<file path="src/rtl/filter_line_sequencer.sv">
// filter_line_sequencer
//   Drives the 3x3 line filter from a frame buffer. Source lines are fetched
//   one pixel at a time and pushed into the filter, with one flt_wren pulse
//   per pixel. Once three lines are resident, the cursor sweeps the interior
//   columns of the middle line. Each filtered pixel is then written to the
//   destination frame.
//
// Ports
//   clk, reset        clock; asynchronous active-high reset
//   start             begin a frame (ignored unless idle)
//   busy, done, err   status: running, end-of-frame pulse, sticky filter timeout
//   src_rd/src_addr   one-cycle source read request and its address
//   src_q/src_valid   source read data and its valid strobe
//   flt_d_in/flt_wren pixel written into the filter line store
//   flt_cursor        column the filter works on (zero-extended col)
//   flt_d_out/d_rdy   filtered pixel and its ready flag
//   dst_wr/addr/data  one-cycle destination write
module filter_line_sequencer #(
    parameter int unsigned LINE_LENGTH = 720,
    parameter int unsigned NUM_LINES   = 480,
    parameter int unsigned ADDR_W      = 20,
    parameter int unsigned MIN_HOLD    = 3,
    parameter int unsigned FLT_TIMEOUT = 15
) (
    input  logic              clk,
    input  logic              reset,
    input  logic              start,
    output logic              busy,
    output logic              done,
    output logic              err,
    output logic              src_rd,
    output logic [ADDR_W-1:0] src_addr,
    input  logic [15:0]       src_q,
    input  logic              src_valid,
    output logic [15:0]       flt_d_in,
    output logic              flt_wren,
    output logic [9:0]        flt_cursor,
    input  logic [15:0]       flt_d_out,
    input  logic              flt_d_rdy,
    output logic              dst_wr,
    output logic [ADDR_W-1:0] dst_addr,
    output logic [15:0]       dst_data
);

    localparam int unsigned COL_W  = (LINE_LENGTH > 1) ? $clog2(LINE_LENGTH) : 1;
    localparam int unsigned ROW_W  = (NUM_LINES > 1) ? $clog2(NUM_LINES) : 1;
    localparam int unsigned HOLD_W = $clog2(MIN_HOLD + FLT_TIMEOUT + 1);

    localparam logic [COL_W-1:0]  COL_LAST       = COL_W'(LINE_LENGTH - 1);
    localparam logic [COL_W-1:0]  COL_SWEEP_LAST = COL_W'(LINE_LENGTH - 2);
    localparam logic [ROW_W-1:0]  ROW_LAST       = ROW_W'(NUM_LINES - 1);
    localparam logic [ADDR_W-1:0] LINE_A         = ADDR_W'(LINE_LENGTH);
    localparam logic [HOLD_W-1:0] HOLD_MIN       = HOLD_W'(MIN_HOLD);
    // Last hold count at which d_rdy may still arrive before the pixel is abandoned.
    localparam logic [HOLD_W-1:0] HOLD_LAST      = HOLD_W'(MIN_HOLD + FLT_TIMEOUT - 1);

    typedef enum logic [3:0] {
        StIdle,
        StRdReq,
        StRdWait,
        StWrPulse,
        StWrGap,
        StSwSet,
        StSwHold,
        StDstWr,
        StRowEnd,
        StFin
    } state_e;

    state_e            state_q, state_d;
    logic [ROW_W-1:0]  row_q, row_d;
    logic [COL_W-1:0]  col_q, col_d;
    logic [ADDR_W-1:0] base_q, base_d;
    logic [HOLD_W-1:0] hold_q, hold_d;
    logic [15:0]       pixel_q, pixel_d;
    logic [15:0]       result_q, result_d;
    logic              err_q, err_d;

    always_ff @(posedge clk or posedge reset) begin
        if (reset) begin
            state_q  <= StIdle;
            row_q    <= '0;
            col_q    <= '0;
            base_q   <= '0;
            hold_q   <= '0;
            pixel_q  <= '0;
            result_q <= '0;
            err_q    <= 1'b0;
        end else begin
            state_q  <= state_d;
            row_q    <= row_d;
            col_q    <= col_d;
            base_q   <= base_d;
            hold_q   <= hold_d;
            pixel_q  <= pixel_d;
            result_q <= result_d;
            err_q    <= err_d;
        end
    end

    always_comb begin
        state_d  = state_q;
        row_d    = row_q;
        col_d    = col_q;
        base_d   = base_q;
        hold_d   = hold_q;
        pixel_d  = pixel_q;
        result_d = result_q;
        err_d    = err_q;

        busy     = 1'b1;
        done     = 1'b0;
        src_rd   = 1'b0;
        src_addr = '0;
        flt_d_in = '0;
        flt_wren = 1'b0;
        dst_wr   = 1'b0;
        dst_addr = '0;
        dst_data = '0;

        unique case (state_q)
            StIdle: begin
                busy = 1'b0;
                if (start) begin
                    row_d   = '0;
                    col_d   = '0;
                    base_d  = '0;
                    err_d   = 1'b0;
                    state_d = StRdReq;
                end
            end
            StRdReq: begin
                src_rd   = 1'b1;
                src_addr = base_q + ADDR_W'(col_q);
                state_d  = StRdWait;
            end
            StRdWait: begin
                if (src_valid) begin
                    pixel_d = src_q;
                    state_d = StWrPulse;
                end
            end
            StWrPulse: begin
                flt_wren = 1'b1;
                flt_d_in = pixel_q;
                state_d  = StWrGap;
            end
            StWrGap: begin
                // Dead cycle so consecutive pixels give distinct wren edges.
                if (col_q == COL_LAST) begin
                    state_d = StRowEnd;
                end else begin
                    col_d   = col_q + 1'b1;
                    state_d = StRdReq;
                end
            end
            StRowEnd: begin
                if (row_q >= ROW_W'(2)) begin
                    // Three lines resident: sweep the middle one (row-1).
                    col_d   = COL_W'(1);
                    state_d = StSwSet;
                end else begin
                    row_d   = row_q + 1'b1;
                    base_d  = base_q + LINE_A;
                    col_d   = '0;
                    state_d = StRdReq;
                end
            end
            StSwSet: begin
                hold_d  = '0;
                state_d = StSwHold;
            end
            StSwHold: begin
                // d_rdy is not trusted until the cursor has settled for MIN_HOLD cycles.
                if (hold_q >= HOLD_MIN && flt_d_rdy) begin
                    result_d = flt_d_out;
                    state_d  = StDstWr;
                end else if (hold_q == HOLD_LAST) begin
                    result_d = 16'h0000;
                    err_d    = 1'b1;
                    state_d  = StDstWr;
                end else begin
                    hold_d = hold_q + 1'b1;
                end
            end
            StDstWr: begin
                dst_wr   = 1'b1;
                dst_addr = base_q - LINE_A + ADDR_W'(col_q);
                dst_data = result_q;
                if (col_q == COL_SWEEP_LAST) begin
                    if (row_q == ROW_LAST) begin
                        state_d = StFin;
                    end else begin
                        row_d   = row_q + 1'b1;
                        base_d  = base_q + LINE_A;
                        col_d   = '0;
                        state_d = StRdReq;
                    end
                end else begin
                    col_d   = col_q + 1'b1;
                    state_d = StSwSet;
                end
            end
            StFin: begin
                busy    = 1'b0;
                done    = 1'b1;
                state_d = StIdle;
            end
            default: begin
                state_d = StIdle;
            end
        endcase
    end

    assign err        = err_q;
    assign flt_cursor = 10'(col_q);

endmodule

</file>
<file path="config.mk">
export PLATFORM = sky130hd
export DESIGN_NAME = filter_line_sequencer
export DESIGN_NICKNAME = d
export VERILOG_FILES = /design/src/rtl/filter_line_sequencer.sv
export SDC_FILE = /design/constraint.sdc
export NUM_CORES = 1
export LEC_CHECK = 0
export ABC_AREA = 1
export CAP_MARGIN = 20
export CORE_MARGIN = 5
export CORE_UTILIZATION = 40
export CTS_CLUSTER_DIAMETER = 200
export DETAILED_ROUTE_END_ITERATION = 8
export HOLD_SLACK_MARGIN = 0.06
export PLACE_DENSITY = 0.67
export REMOVE_ABC_BUFFERS = 1
export SLEW_MARGIN = 0
export SYNTH_ARGS = -nofsm -noshare
export SYNTH_HDL_FRONTEND = slang
export SYNTH_SLANG_ARGS = --single-unit
</file>
<file path="constraint.sdc">
create_clock -name clk -period 2.22 [get_ports clk]
set_input_delay 0.444 -clock clk [delete_from_list [all_inputs] [get_ports clk]]
set_output_delay 0.444 -clock clk [all_outputs]
set_load 0.005 [all_outputs]
</file>
# Word level (Yosys, flattened, before mapping)
# Index checks and enable logic that the tools add are counted.
[classes]
addsub = 7
order_cmp = 2
eq_ne = 24
mux = 43
reduce_logical = 15
[ops]
columns = ["operator", "count"]
rows = [
  ["two-way mux 20 bit", 6],
  ["two-way mux 16 bit", 4],
  ["one-hot mux 20 bit (3 select lines)", 1],
  ["adder 20 x 10 -> 20 bit", 2],
  ["two-way mux 10 bit", 4],
  ["one-hot mux 10 bit (4 select lines)", 1],
  ["two-way mux 9 bit", 4],
  ["one-hot mux 4 bit (9 select lines)", 1],
  ["two-way mux 4 bit", 7],
  ["one-hot mux 9 bit (3 select lines)", 1],
  ["adder 20 x 10 -> 20 bit (second input constant)", 1],
  ["== test 10 bit (second input constant)", 2],
  ["subtractor 20 x 10 -> 20 bit (second input constant)", 1],
  ["inequality test 2 bit (second input constant)", 9],
  ["== test 4 x 3 -> 1 bit (second input constant)", 4],
  ["adder 10 x 1 -> 10 bit (second input constant)", 1],
  ["two-way mux 5 bit", 2],
  ["one-hot mux 5 bit (2 select lines)", 1],
  ["adder 9 x 1 -> 9 bit (second input constant)", 1],
  ["== test 9 bit (second input constant)", 1],
  [">= comparator 9 x 2 -> 1 bit (second input constant)", 1],
  ["two-way mux 1 bit", 9],
  ["== test 4 x 2 -> 1 bit (second input constant)", 2],
  ["== test 4 bit (second input constant)", 2],
  ["other kinds (17)", 23],
]
[totals]
register_bits = 81
input_bits = 37
out_inout_bits = 88
wordCells = 99

# Depth between registers and ports, before layout
[logic_depth]
depth_word = 4
mapped_depth = 14
mapped_depth_nobuf = 14

# Worst setup path after synthesis
# OpenSTA, ideal clock, no wires.
[synth_path]
kind = "register -> output"
from = "register col_q[6], in the netlist flt_cursor[6]"
to = "output port dst_addr[17]"
arrival_time_ps = 2038
slack_ps = -262
path_stages_with_launch = 12
cell_sequence = "dfrtp_1 > ha_1 > inv_1 > fa_1 > inv_1 > nand2_1 > or2_2 > nand3b_1 > nand2_1 > nand3_1 > nand2_1 > nor2_1"
[synth_via]
elab_chain_len = 2
[synth_lines]
columns = ["item", "line", "source"]
rows = [
  ["start: declaration", "72", "logic [COL_W-1:0] col_q, col_d;"],
  ["start signal: assignment", "92", "col_q <= col_d;"],
  ["adder 20 x 10 -> 20 bit", "188", "dst_addr = base_q - LINE_A + ADDR_W'(col_q);"],
  ["two-way mux 20 bit", "121", "unique case (state_q)"],
  ["end: declaration", "41", "output logic [ADDR_W-1:0] dst_addr,"],
]
# Every way passes these cells.

# Final worst setup path
[layout_path]
from = "register base_q[6]"
to = "output port dst_addr[18]"
[layout_via]
elab_chain_len = 3
[layout_lines]
columns = ["item", "line", "source"]
rows = [
  ["start: declaration", "73", "logic [ADDR_W-1:0] base_q, base_d;"],
  ["start signal: assignment", "93", "base_q <= base_d;"],
  ["subtractor 20 x 10 -> 20 bit", "188", ""],
  ["adder 20 x 10 -> 20 bit", "188", ""],
  ["two-way mux 20 bit", "121", ""],
]
# Every way passes these cells.

==> results.cfg <==
[logic_synthesis]
synth_top_cell_by_area = dfrtp_1
synth_cell_types = 42
ys_seq_area_share_pct = 30.8
synth-main-ff-cell = dfrtp_1
synthCells = 939
syn_area_sq_um = 6250
synth_area_leaders = dfrtp_1 (31%), nand2_1 (14%), ha_1 (8.8%)
ys_seq_elements = 77
yosysTopAreaCellShare_pct = 30.8
synth_edf_count = 0
synth.avg_cell_area_sq_um = 6.66
ys_async_sr_fraction_pct = 100
yosys_warnings = 0

[clock_network]
cts_buffer_depth = 2
clk_pin_slew_worst_paths_ns = 0.06
cts_tree = yes
clk_latency_ns = 0.34
clock-sinks = 77
cts-htree-levels = 3
clockRootBuffer = clkbuf_16
cts_buffers = 9

[grt]
antenna_found_initial = 0
overflow = 0
grt_pass1_wl_um = 33000
grt_pass1_vias = 6683
grt_util_all_layers_pct = 22.1
grt_max_degree = 78

[timing]
finalSetupViolCount = 34
fin_ws_ns = -0.825
hold_viol = 0
setup_tns_ns = -15.80
grt_setup_unrepaired = yes
fin_skew_ns = 0.00617
holdWs_ns = 0.491
timing.final.crit_share_pct = 137
slew_viol_final = 0
fmax_mhz = 328
period_needed_ns = 3.04

[critical_path]
arrival_ns = 2.60
crit_type = reg2out
crit_path_start_kind = flop
end_kind = output pin
required_ns = 1.78
path_max_fanout = 3

[layout]
fill_cells = 1314
synthToLayoutAreaGrowth_pct = 60.2
multi_input_area_sq_um = 4370
layout_commonest_cell = nand2_1
layout-drive-gt1-share_pct = 33.4
seqCellArea_sq_um = 1930
final_cell_mix = nand2_1 (195), buf_4 (145), nor2_1 (117)
layoutNonFillerInstCount = 1467
diodes = 0
nets = 1336

[routing]
top_layer_used = met4
wl_met3_um = 980
wl_met1_um = 9710
drt_pre_antenna_iters = 5
wire_per_inst_um = 14.7
vias_per_cell = 4.96
ant_nets = 0
dr_wl_met2_um = 10500
finalWirelength_um = 21500
vias = 7273
drt_iter0_drc = 530
drc = 0

[min_path]
hold_path.class = reg2reg

[pwr]
p_leak_nw = 5.33
power_density_nw_per_um2 = 850
ir_drop_mv = 0.540

[place]
dp.cells = 1386
dp_slack_ns = -0.775
place.gp.congestion = 0.935
hpwlAfterDp_um = 14500
port_buffers = 124

[floorplanning]
die_x_um = 135
core_region_area_sq_um = 15300
start_util_pct = 41.0
fp.dieH_um = 135
ioPinCount = 125
die_area_sq_um = 18200
row_count = 45

[outcome]
violations = setup timing
status = finished with violations

[job]
cap_violations = 0
[final timing paths]
check	startpoint	to	slack (ns)	cells past startpoint
hold reg to reg	err	err	0.49	2
hold / removal	err	err	0.49	2
max in group asynchronous	reset	flt_cursor[4]	1.35	3
setup / recovery	base_q[6]	dst_addr[18]	-0.82	16
min in group asynchronous	reset	result_q[12]	0.51	3
setup reg to reg	base_q[4]	base_q[12]	0.17	13
[synthesized netlist by cell type (2+ instances only)]
cell	instances
inv_2	9
a21o_1	5
inv_1	132
fa_1	4
nor2_2	2
nand3_2	2
buf_2	3
a21oi_1	64
xnor2_1	5
nor2_1	143
buf_6	4
o211ai_1	2
nand3b_1	2
o21ai_1	17
nor4_1	2
nand2_2	4
or2_1	2
xor2_1	16
nor2_4	2
o22ai_1	16
nand2_1	225
nor3_1	15
nand2_4	2
o21ai_0	34
dfrtp_1	77
ha_1	44
o21ai_2	4
o31ai_1	2
clkbuf_1	10
nand4_1	9
o21bai_1	4
nand3_1	67
[stage by stage]
step	util [%]	cell area, sq um	power (mW)
after CTS	62.6	9550	8.05
final	65.7	10000	8.52
after global placement	56.7	8650	5.88
after floorplan	-	6170	3.97
after global routing	65.7	10000	9.08
after detailed placement	56.7	8650	5.94
[critical path, cell delays in order, from the launching register on]
cell,delay [ns]
dfrtp_1,0.40
ha_4,0.16
inv_2,0.04
fa_2,0.54
inv_2,0.05
buf_6,0.12
a21oi_4,0.15
nor2_2,0.05
nor2_2,0.11
nand2_2,0.09
buf_6,0.13
buf_6,0.11
nand2_4,0.06
nand3_2,0.05
nand2_1,0.06
nor2_1,0.03
buf_2,0.12
[cell families after synthesis]
kind of cell / share of synthesized area (%)
simple gates: 32.7
buf+inv: 10.2
compound gates: 13.2
flops: 30.8
fa+ha+maj: 10.1
xor+xnor: 2.94
other cells: 0.0600
[area by class of cell]
class,count,share of cell area [%]
well taps,211,2.63
multi-input cells,710,43.6
inverters,141,5.41
repair inverters,1,0.0749
repair buffers,311,25.7
flip-flops and latches,77,19.3
clock inverters,6,0.949
clock buffers,10,2.38
[timing repair]
item,CTS,global route
pin swaps,43,69
setup endpoints to repair,77,75
gates cloned,1,2
setup buffers,46,24
hold buffers,0,0
resized for setup,301,148
[sequential cells by signal, indices dropped and copies added, names as in the netlist]
signal	cells
pixel_q	16
err	1
hold_q	5
base_q	16
result_q	16
state_q	4
flt_cursor	10
row_q	9
[power breakdown]
part           switching (mW)  internal [mW]
Sequential              0.186           1.79
Combinational            2.69           2.19
Clock                   0.634           1.03
Total                    3.51           5.00
[metal layers]
layer | track usage, % | vias to the layer above
li1 | - | 3631
met1 | 30.0 | 3425
met2 | 36.8 | 189
met3 | 4.02 | 28
met4 | 4.93 | 0
met5 | 0 | -
Power figures use the tool's default switching activity.
